===== config.mk =====
export PLATFORM = sky130hd
export DESIGN_NAME = jtopl_wr_sched_flat
export DESIGN_NICKNAME = d
export VERILOG_FILES = /design/src/rtl/jtopl_wr_sched_if.sv /design/src/rtl/jtopl_wr_sched.sv /design/src/flat_wrapper.sv
export SDC_FILE = /design/constraint.sdc
export NUM_CORES = 1
export LEC_CHECK = 0
export BUFFER_PORTS_ARGS = -buffer_cell sky130_fd_sc_hd__buf_2
export CORE_MARGIN = 2
export CORE_UTILIZATION = 65
export CTS_BUF_LIST = sky130_fd_sc_hd__clkbuf_2 sky130_fd_sc_hd__clkbuf_4 sky130_fd_sc_hd__clkbuf_8
export DETAILED_ROUTE_END_ITERATION = 10
export PLACE_DENSITY = 0.9
export SKIP_LAST_GASP = 1
export SLEW_MARGIN = 5
export SYNTH_ARGS = -nofsm -noshare
export SYNTH_HDL_FRONTEND = slang
export SYNTH_SLANG_ARGS = --single-unit

===== constraint.sdc =====
create_clock -name clk -period 7.5 [get_ports clk]
set_input_delay 0.375 -clock clk [delete_from_list [all_inputs] [get_ports clk]]
set_output_delay 0.375 -clock clk [all_outputs]
set_load 0.01 [all_outputs]

===== src/rtl/jtopl_wr_sched_if.sv =====
// Write-request and update-strobe bundle between the CPU register decoder,
// the write scheduler and the per-operator register shift chain.
interface jtopl_wr_sched_if #(
    parameter int RW = 3,
    parameter int DW = 8
);
    logic          wr_req;
    logic [3:0]    wr_ch;
    logic          wr_op;
    logic [RW-1:0] wr_reg;
    logic [DW-1:0] wr_din;
    logic          full;
    logic          empty;
    logic          err;
    logic          upd_en;
    logic [RW-1:0] upd_reg;
    logic [DW-1:0] upd_din;

    modport master (
        output wr_req, wr_ch, wr_op, wr_reg, wr_din,
        input  full, empty, err, upd_en, upd_reg, upd_din
    );

    modport slave (
        input  wr_req, wr_ch, wr_op, wr_reg, wr_din,
        output full, empty, err, upd_en, upd_reg, upd_din
    );
endinterface


===== src/rtl/jtopl_wr_sched.sv =====
// Queues CPU operator-register writes and releases each one as a strobe
// spanning exactly the slot period of its target operator.
//
// state | meaning
// IDLE  | FIFO empty, nothing to issue
// WAIT  | head entry waits for the slot counter to reach its target slot
module jtopl_wr_sched #(
    parameter int DEPTH = 4,
    parameter int RW    = 3,
    parameter int DW    = 8
) (
    input  logic            clk,
    input  logic            rst_n,
    input  logic            cen,
    input  logic [1:0]      group,
    input  logic [2:0]      subslot,
    jtopl_wr_sched_if.slave bus
);
    localparam int AW = $clog2(DEPTH);
    localparam int EW = 5 + RW + DW;

    typedef enum logic {IDLE, WAIT} state_t;
    state_t state, state_nxt;

    logic [EW-1:0] mem [DEPTH];
    logic [AW:0]   wr_ptr, rd_ptr, wr_ptr_nxt, rd_ptr_nxt;
    logic          full, empty, push, pop;
    logic [1:0]    tgt_grp;
    logic [2:0]    ch_mod, tgt_sub;
    logic [1:0]    ngrp;
    logic [2:0]    nsub;
    logic [4:0]    head_tgt;
    logic [RW-1:0] head_reg;
    logic [DW-1:0] head_din;
    logic          err, upd_en;
    logic [RW-1:0] upd_reg;
    logic [DW-1:0] upd_din;

    assign full  = (wr_ptr[AW] != rd_ptr[AW]) && (wr_ptr[AW-1:0] == rd_ptr[AW-1:0]);
    assign empty = (wr_ptr == rd_ptr);
    assign push  = bus.wr_req && !full && (bus.wr_ch <= 4'd8);

    always_comb begin
        tgt_grp = 2'd0;
        ch_mod  = 3'd0;
        case (bus.wr_ch)
            4'd1: ch_mod = 3'd1;
            4'd2: ch_mod = 3'd2;
            4'd3: tgt_grp = 2'd1;
            4'd4: begin tgt_grp = 2'd1; ch_mod = 3'd1; end
            4'd5: begin tgt_grp = 2'd1; ch_mod = 3'd2; end
            4'd6: tgt_grp = 2'd2;
            4'd7: begin tgt_grp = 2'd2; ch_mod = 3'd1; end
            4'd8: begin tgt_grp = 2'd2; ch_mod = 3'd2; end
            default: ;
        endcase
    end

    assign tgt_sub = ch_mod + (bus.wr_op ? 3'd3 : 3'd0);

    // Compare against the slot the counter moves to on this cen edge, so the
    // registered strobe lines up with the counter showing the target slot.
    assign nsub = (subslot == 3'd5) ? 3'd0 : subslot + 3'd1;
    assign ngrp = (subslot != 3'd5) ? group :
                  (group == 2'd2)   ? 2'd0  : group + 2'd1;

    assign {head_tgt, head_reg, head_din} = mem[rd_ptr[AW-1:0]];
    assign pop = (state == WAIT) && cen && (head_tgt == {ngrp, nsub});

    assign wr_ptr_nxt = wr_ptr + {{AW{1'b0}}, push};
    assign rd_ptr_nxt = rd_ptr + {{AW{1'b0}}, pop};

    always_ff @(posedge clk) begin
        if (push) mem[wr_ptr[AW-1:0]] <= {tgt_grp, tgt_sub, bus.wr_reg, bus.wr_din};
    end

    always_ff @(posedge clk or negedge rst_n) begin
        if (!rst_n) begin
            wr_ptr <= '0;
            rd_ptr <= '0;
            err    <= 1'b0;
        end else begin
            wr_ptr <= wr_ptr_nxt;
            rd_ptr <= rd_ptr_nxt;
            err    <= bus.wr_req && !push;
        end
    end

    always_ff @(posedge clk or negedge rst_n) begin
        if (!rst_n) begin
            upd_en  <= 1'b0;
            upd_reg <= '0;
            upd_din <= '0;
        end else if (cen) begin
            upd_en <= pop;
            if (pop) begin
                upd_reg <= head_reg;
                upd_din <= head_din;
            end
        end
    end

    always_ff @(posedge clk or negedge rst_n) begin
        if (!rst_n) state <= IDLE;
        else        state <= state_nxt;
    end

    always_comb begin
        state_nxt = state;
        case (state)
            IDLE: if (push) state_nxt = WAIT;
            WAIT: if (wr_ptr_nxt == rd_ptr_nxt) state_nxt = IDLE;
            default: state_nxt = IDLE;
        endcase
    end

    assign bus.full    = full;
    assign bus.empty   = empty;
    assign bus.err     = err;
    assign bus.upd_en  = upd_en;
    assign bus.upd_reg = upd_reg;
    assign bus.upd_din = upd_din;
endmodule


===== src/flat_wrapper.sv =====
// flat-port wrapper written by rule: the top's interface ports become plain ports
module jtopl_wr_sched_flat 
#(
    parameter int DEPTH = 4,
    parameter int RW    = 3,
    parameter int DW    = 8
)
  (clk, rst_n, cen, group, subslot, bus_wr_req, bus_wr_ch, bus_wr_op, bus_wr_reg, bus_wr_din, bus_full, bus_empty, bus_err, bus_upd_en, bus_upd_reg, bus_upd_din);
  jtopl_wr_sched_if #(.RW(RW), .DW(DW)) bus_i ();
  input  logic clk;
  input  logic rst_n;
  input  logic cen;
  input  logic [1:0] group;
  input  logic [2:0] subslot;
  input wire logic [$bits(bus_i.wr_req)-1:0] bus_wr_req;
  input wire logic [$bits(bus_i.wr_ch)-1:0] bus_wr_ch;
  input wire logic [$bits(bus_i.wr_op)-1:0] bus_wr_op;
  input wire logic [$bits(bus_i.wr_reg)-1:0] bus_wr_reg;
  input wire logic [$bits(bus_i.wr_din)-1:0] bus_wr_din;
  output wire logic [$bits(bus_i.full)-1:0] bus_full;
  output wire logic [$bits(bus_i.empty)-1:0] bus_empty;
  output wire logic [$bits(bus_i.err)-1:0] bus_err;
  output wire logic [$bits(bus_i.upd_en)-1:0] bus_upd_en;
  output wire logic [$bits(bus_i.upd_reg)-1:0] bus_upd_reg;
  output wire logic [$bits(bus_i.upd_din)-1:0] bus_upd_din;
  assign bus_i.wr_req = bus_wr_req;
  assign bus_i.wr_ch = bus_wr_ch;
  assign bus_i.wr_op = bus_wr_op;
  assign bus_i.wr_reg = bus_wr_reg;
  assign bus_i.wr_din = bus_wr_din;
  assign bus_full = bus_i.full;
  assign bus_empty = bus_i.empty;
  assign bus_err = bus_i.err;
  assign bus_upd_en = bus_i.upd_en;
  assign bus_upd_reg = bus_i.upd_reg;
  assign bus_upd_din = bus_i.upd_din;
  jtopl_wr_sched #(.DEPTH(DEPTH), .RW(RW), .DW(DW)) u_core (.clk(clk), .rst_n(rst_n), .cen(cen), .group(group), .subslot(subslot), .bus(bus_i));
endmodule

# Yosys cells after proc, flatten, opt, wreduce, memory -nomap -nowiden
# Memories as Yosys holds them, arrays and structs flattened.
# Cells that the tools add are included.
# word_totals
input_bits,25
regBits,20
ram_bits,64
output_inout_bits,15
n_memories,1
elab_cells,54
# op_classes
n_lt_le_gt_ge,1
eq_ne,16
n_addsub,5
n_reduce_logical,13
bitwise_logic,1
n_mux,10
# memory_table
name,words,width,rd,rd_clocked_by_memory_dff,write_ports,line,text
u_core.mem,4,16,1,0,1,jtopl_wr_sched.sv:25,logic [EW-1:0] mem [DEPTH];
# op_table
operator,count
$eq 4x3->1 const B,4
$reduce_or 3->1,4
$eq 4x2->1 const B,2
$pmux 2 s2,2
$add 3x1->3,2
$eq 3x3->1,2
$logic_and 1x1->1,6
$mux 2,3
$eq 5x5->1,1
$eq 4x1->1 const B,1
$eq 4x4->1 const B,1
$le 4x4->1 const B,1
$add 2x3->3,1
$add 3x1->3 const B,1
$eq 3x3->1 const B,1
$mux 1,3
$mux 3,1
$ne 3x3->1 const B,1
$add 2x1->2 const B,1
$eq 2x2->1,1
$eq 2x2->1 const B,1
$logic_not 1->1,2
$pmux 1 s2,1
$reduce_and 2->1,1
2 further kinds,2

# Logic depth before layout (Yosys ltp)
# logic_depth
word_depth,9
mapped_depth,12
depth_no_buf,10

# Worst setup path after synthesis
# Ideal clock, no wire load.
# synth_path
kind,register -> register
startpoint,reg u_core.rd_ptr[0]
endpoint,reg u_core.state
stages_incl_launch_ff,12
required_ns,7.379
t_arrival_ns,2.800
path_buffers,2
setup_ns,0.121
setup_slack_ns,4.579
synth_period_minus_slack_ns,2.921
path_cell_list,dfrtp_1 > buf_6 > mux4_2 > a311oi_2 > a21oi_1 > a211oi_2 > buf_6 > ha_1 > ha_1 > xnor2_1 > nand3_1 > o22a_1
# synth_between
elab_cells_between_ends,14
cone_classes,add/sub: 2; eq/ne: 3; mux: 3; reduce/logical: 5; memory: 1
# synth_rtl
element,line,text
start: declaration,jtopl_wr_sched.sv:26,"logic [AW:0] wr_ptr, rd_ptr, wr_ptr_nxt, rd_ptr_nxt;"
start signal: assignment,jtopl_wr_sched.sv:84,rd_ptr <= rd_ptr_nxt;
$mem_v2 4x16,-,
$eq 5x5->1,jtopl_wr_sched.sv:68,"assign pop = (state == WAIT) && cen && (head_tgt == {ngrp, nsub});"
$logic_and 1x1->1,jtopl_wr_sched.sv:68,
net u_core.pop,jtopl_wr_sched.sv:27,"logic full, empty, push, pop;"
$add 3x1->3,jtopl_wr_sched.sv:71,"assign rd_ptr_nxt = rd_ptr + {{AW{1'b0}}, pop};"
net u_core.rd_ptr_nxt[1],jtopl_wr_sched.sv:26,
$eq 3x3->1,jtopl_wr_sched.sv:112,WAIT: if (wr_ptr_nxt == rd_ptr_nxt) state_nxt = IDLE;
$mux 1,jtopl_wr_sched.sv:112,
$pmux 1 s2,jtopl_wr_sched.sv:110,case (state)
net u_core.state_nxt,jtopl_wr_sched.sv:23,"state_t state, state_nxt;"
end signal: assignment,jtopl_wr_sched.sv:105,else state <= state_nxt;
end: declaration,jtopl_wr_sched.sv:23,
# The timed path passes the listed nets, and every way through them passes these cells.
# A chain may end at the register's enable or synchronous reset.

# Worst setup path after layout
# layout_path
startpoint,reg u_core.rd_ptr[0]
endpoint,reg u_core.state
# layout_between
elab_cells_between_ends,14
cone_classes,add/sub: 2; eq/ne: 3; mux: 3; reduce/logical: 5; memory: 1
# layout_rtl
element,line
$mem_v2 4x16,-
$eq 5x5->1,jtopl_wr_sched.sv:68
$logic_and 1x1->1,jtopl_wr_sched.sv:68
$add 3x1->3 (*),jtopl_wr_sched.sv:71
net u_core.rd_ptr_nxt[1],jtopl_wr_sched.sv:26
$eq 3x3->1 (*),jtopl_wr_sched.sv:112
$mux 1 (*),jtopl_wr_sched.sv:112
$pmux 1 s2 (*),jtopl_wr_sched.sv:110
net u_core.state_nxt,jtopl_wr_sched.sv:23
# The timed path passes the listed nets; every way through them passes the cells marked *.

==> run summary <==
Share of flip-flops with an asynchronous set or reset: 23.8%
DRC: 0
Nets: 273
RSZ-0062 raised after global routing: no
Library cells used by synthesis: 41
Synth warn: 0
Number of antenna diodes: 0
Netlist Area Pre-Place: 3560 µm²
Total clock sinks: 84
Final slew viol count: 0
Share of the synthesized area in the top cell type: 53.9%
Area contributors post-synth: edfxtp_1 (54%), dfrtp_1 (14%), mux4_2 (8.8%), mux2_4 (3.4%), xnor2_1 (2.2%)
CP endpoint kind: flop
CORE AREA: 5200 µm²
CP Launch Point: u_core.rd_ptr[0]
Final setup viols: 0
Hold Fails Final Rpt: 0
Status: completed
GRT Overall Usage: 22.5%
Initial antenna violation count: 0
Top FF cell, synth: edfxtp_1
CP Data Arrival Time: 4000 ps
Drt pass-1 iters: 4
Synth top cells by count: edfxtp_1 (64), dfrtp_1 (20), mux4_2 (14)
First-pass GRT wire length: 9.92 mm
Yosys reg bits: 84
Total gr overflow: 0
Slowest CP cell: dfrtp_1
Via count: 1883
Die width: 78.0 µm
Final Skew: 12.4 ps
Capture point of the worst reg-to-reg path: u_core.state
Post CTS Setup Buffer Count: 0
VDD IR max: 0.000273 V
Type of origin of the critical path: flop
Vias in the first global route: 1954
Worst-Margin Slew: 1070 ps
Post-synthesis cell count: 193
CP required: 7750 ps
H-tree levels: 3
Die Span Y: 78.0 µm
Final core occ: 77.8%
Clk slew on worst S/H paths: 90 ps
HP Class: input pin to flop
Leak: 1.54 nW
Final GP Congestion: 0.808
Post-route ant nets: 0
CTS buffer count: 9
Mean Syn Cell Area: 18.5 µm²
Cells on worst reg2reg path: 12
Cts-stage hold buffer count: 1
Layout cells sized above 1: 36.0%
CP Class: flop to flop
Number of max-cap violations: 0
Fin crit share: 50.0%
Layout area overhead: 13.7%
DIE AREA: 6090 µm²
Hold_ws: 230 ps
Syn_nets: 224
DR iter-0 viols: 184
Detail-routed via count per cell: 5.94
Setup Total Neg Slack: 0 ps
WL final: 6.20 mm
CTS resizes: 0
Largest net degree at the start of global routing: 25
Largest register FFs: 64
Starting density of the core: 68.5%
Most common cell in the netlist: edfxtp_1
FF-to-FF Start: u_core.rd_ptr[0]
Crit path cell chain: buf_4 > mux4_1 > nor3b_1 > nor3_1 > o22a_1 > a211oi_2 > buf_4 > ha_1 > ha_1 > xnor2_1 > nand3_1 > o22a_1
R2r setup slk: 3750 ps
Root Buffer: clkbuf_8
Fmax achieved: 267 MHz
Critical Path Max Stage Delay: 720 ps
Clock Path Buffers: 2
Worst Setup EP: u_core.state
Worst skew pair latency: 350 ps
Seq/Total Area, Yosys: 68.0%
Tmin final: 3750 ps
Relative slew slack: 29.0%
CTS tree: built
Site Rows: 26
Pwr/cell area: 327 nW/µm²
IO Count: 40
Crit path max fanout: 13
Hpwl dp: 4.04 mm
Routed wire per std cell: 19.6 µm
Number of synthesized flops with an enable pin: 64
PortBufs: 39
Post-synth top area cell: edfxtp_1
Hold depth: 1
==> placed cells by master, fill, tap and decap left out, types with 5 or more instances in the layout <==
cell	synthesis	final
edfxtp_1	64	64
buf_2	1	39
dfrtp_1	20	20
mux4_2	14	14
xnor2_1	9	9
clkbuf_8	0	9
mux2_4	8	8
inv_1	5	5
mux2_2	5	5
ha_1	5	5
==> cell families after synthesis <==
| logic type | count (synthesis) | synth area share (%) |
|---|---|---|
| fa+ha+maj | 6 | 2.32 |
| compound gates | 18 | 4.00 |
| flops | 84 | 68.0 |
| simple gates | 31 | 5.34 |
| mux | 30 | 15.6 |
| xor+xnor | 13 | 3.20 |
| buf+inv | 11 | 1.62 |
==> per-layer routing <==
metal	vias up	global-route usage [%]	routed length, µm
li1	867	-	-
met1	931	31.1	2680
met2	72	35.0	3030
met4	0	8.42	104
met3	13	6.21	386
met5	-	0	0
==> worst max-delay path, delay by kind of cell, from the launching register on <==
kind                     cells  cell delay [ps]
AO/OA/AOI/OAI                3              530
XOR/XNOR                     1              160
adder cells (fa/ha/maj)      2              450
buffers and inverters        2              640
flip-flops                   1              720
multiplexers                 1              690
AND/OR/NAND/NOR              3              440
==> worst min path at each step <==
stage / from / endpoint / slack (ps)
after floorplan: rst_n / u_core.bus.err / 80
after CTS: bus_wr_reg[0] / u_core.mem[3][8] / 220
after global routing: bus_wr_din[6] / u_core.mem[3][6] / 220
after global placement: rst_n / u_core.bus.upd_din[0] / 340
after detailed placement: rst_n / u_core.bus.upd_en / 350
final: bus_wr_reg[0] / u_core.mem[3][8] / 230
==> metrics by stage <==
step | cell area, µm² | power [mW] | setup slack, ps | cells
floorplan | 3560 | 0.913 | 4580 | 193
global placement | 3840 | 1.01 | 3930 | 300
detailed placement | 3840 | 1.02 | 3750 | 300
CTS | 4050 | 1.34 | 3710 | 317
global route | 4050 | 1.39 | 3500 | 317
finish | 4050 | 1.33 | 3750 | 317
==> power breakdown <==
group / total, mW / switching [mW] / internal, mW
Sequential: 0.658 / 0.0664 / 0.592
Combinational: 0.353 / 0.163 / 0.190
Clock: 0.315 / 0.161 / 0.155
Total: 1.33 / 0.390 / 0.936
==> final cells by class <==
cell class / instances / area [µm²]
multi-input cells: 98 / 1090
flip-flops and latches: 84 / 2420
well taps: 70 / 87.6
inverters: 5 / 18.8
clock buffers: 9 / 124
fillers: 297 / 1150
repair buffers: 44 / 235
clock inverters: 7 / 75.1
Power figures use the tool's default switching activity.
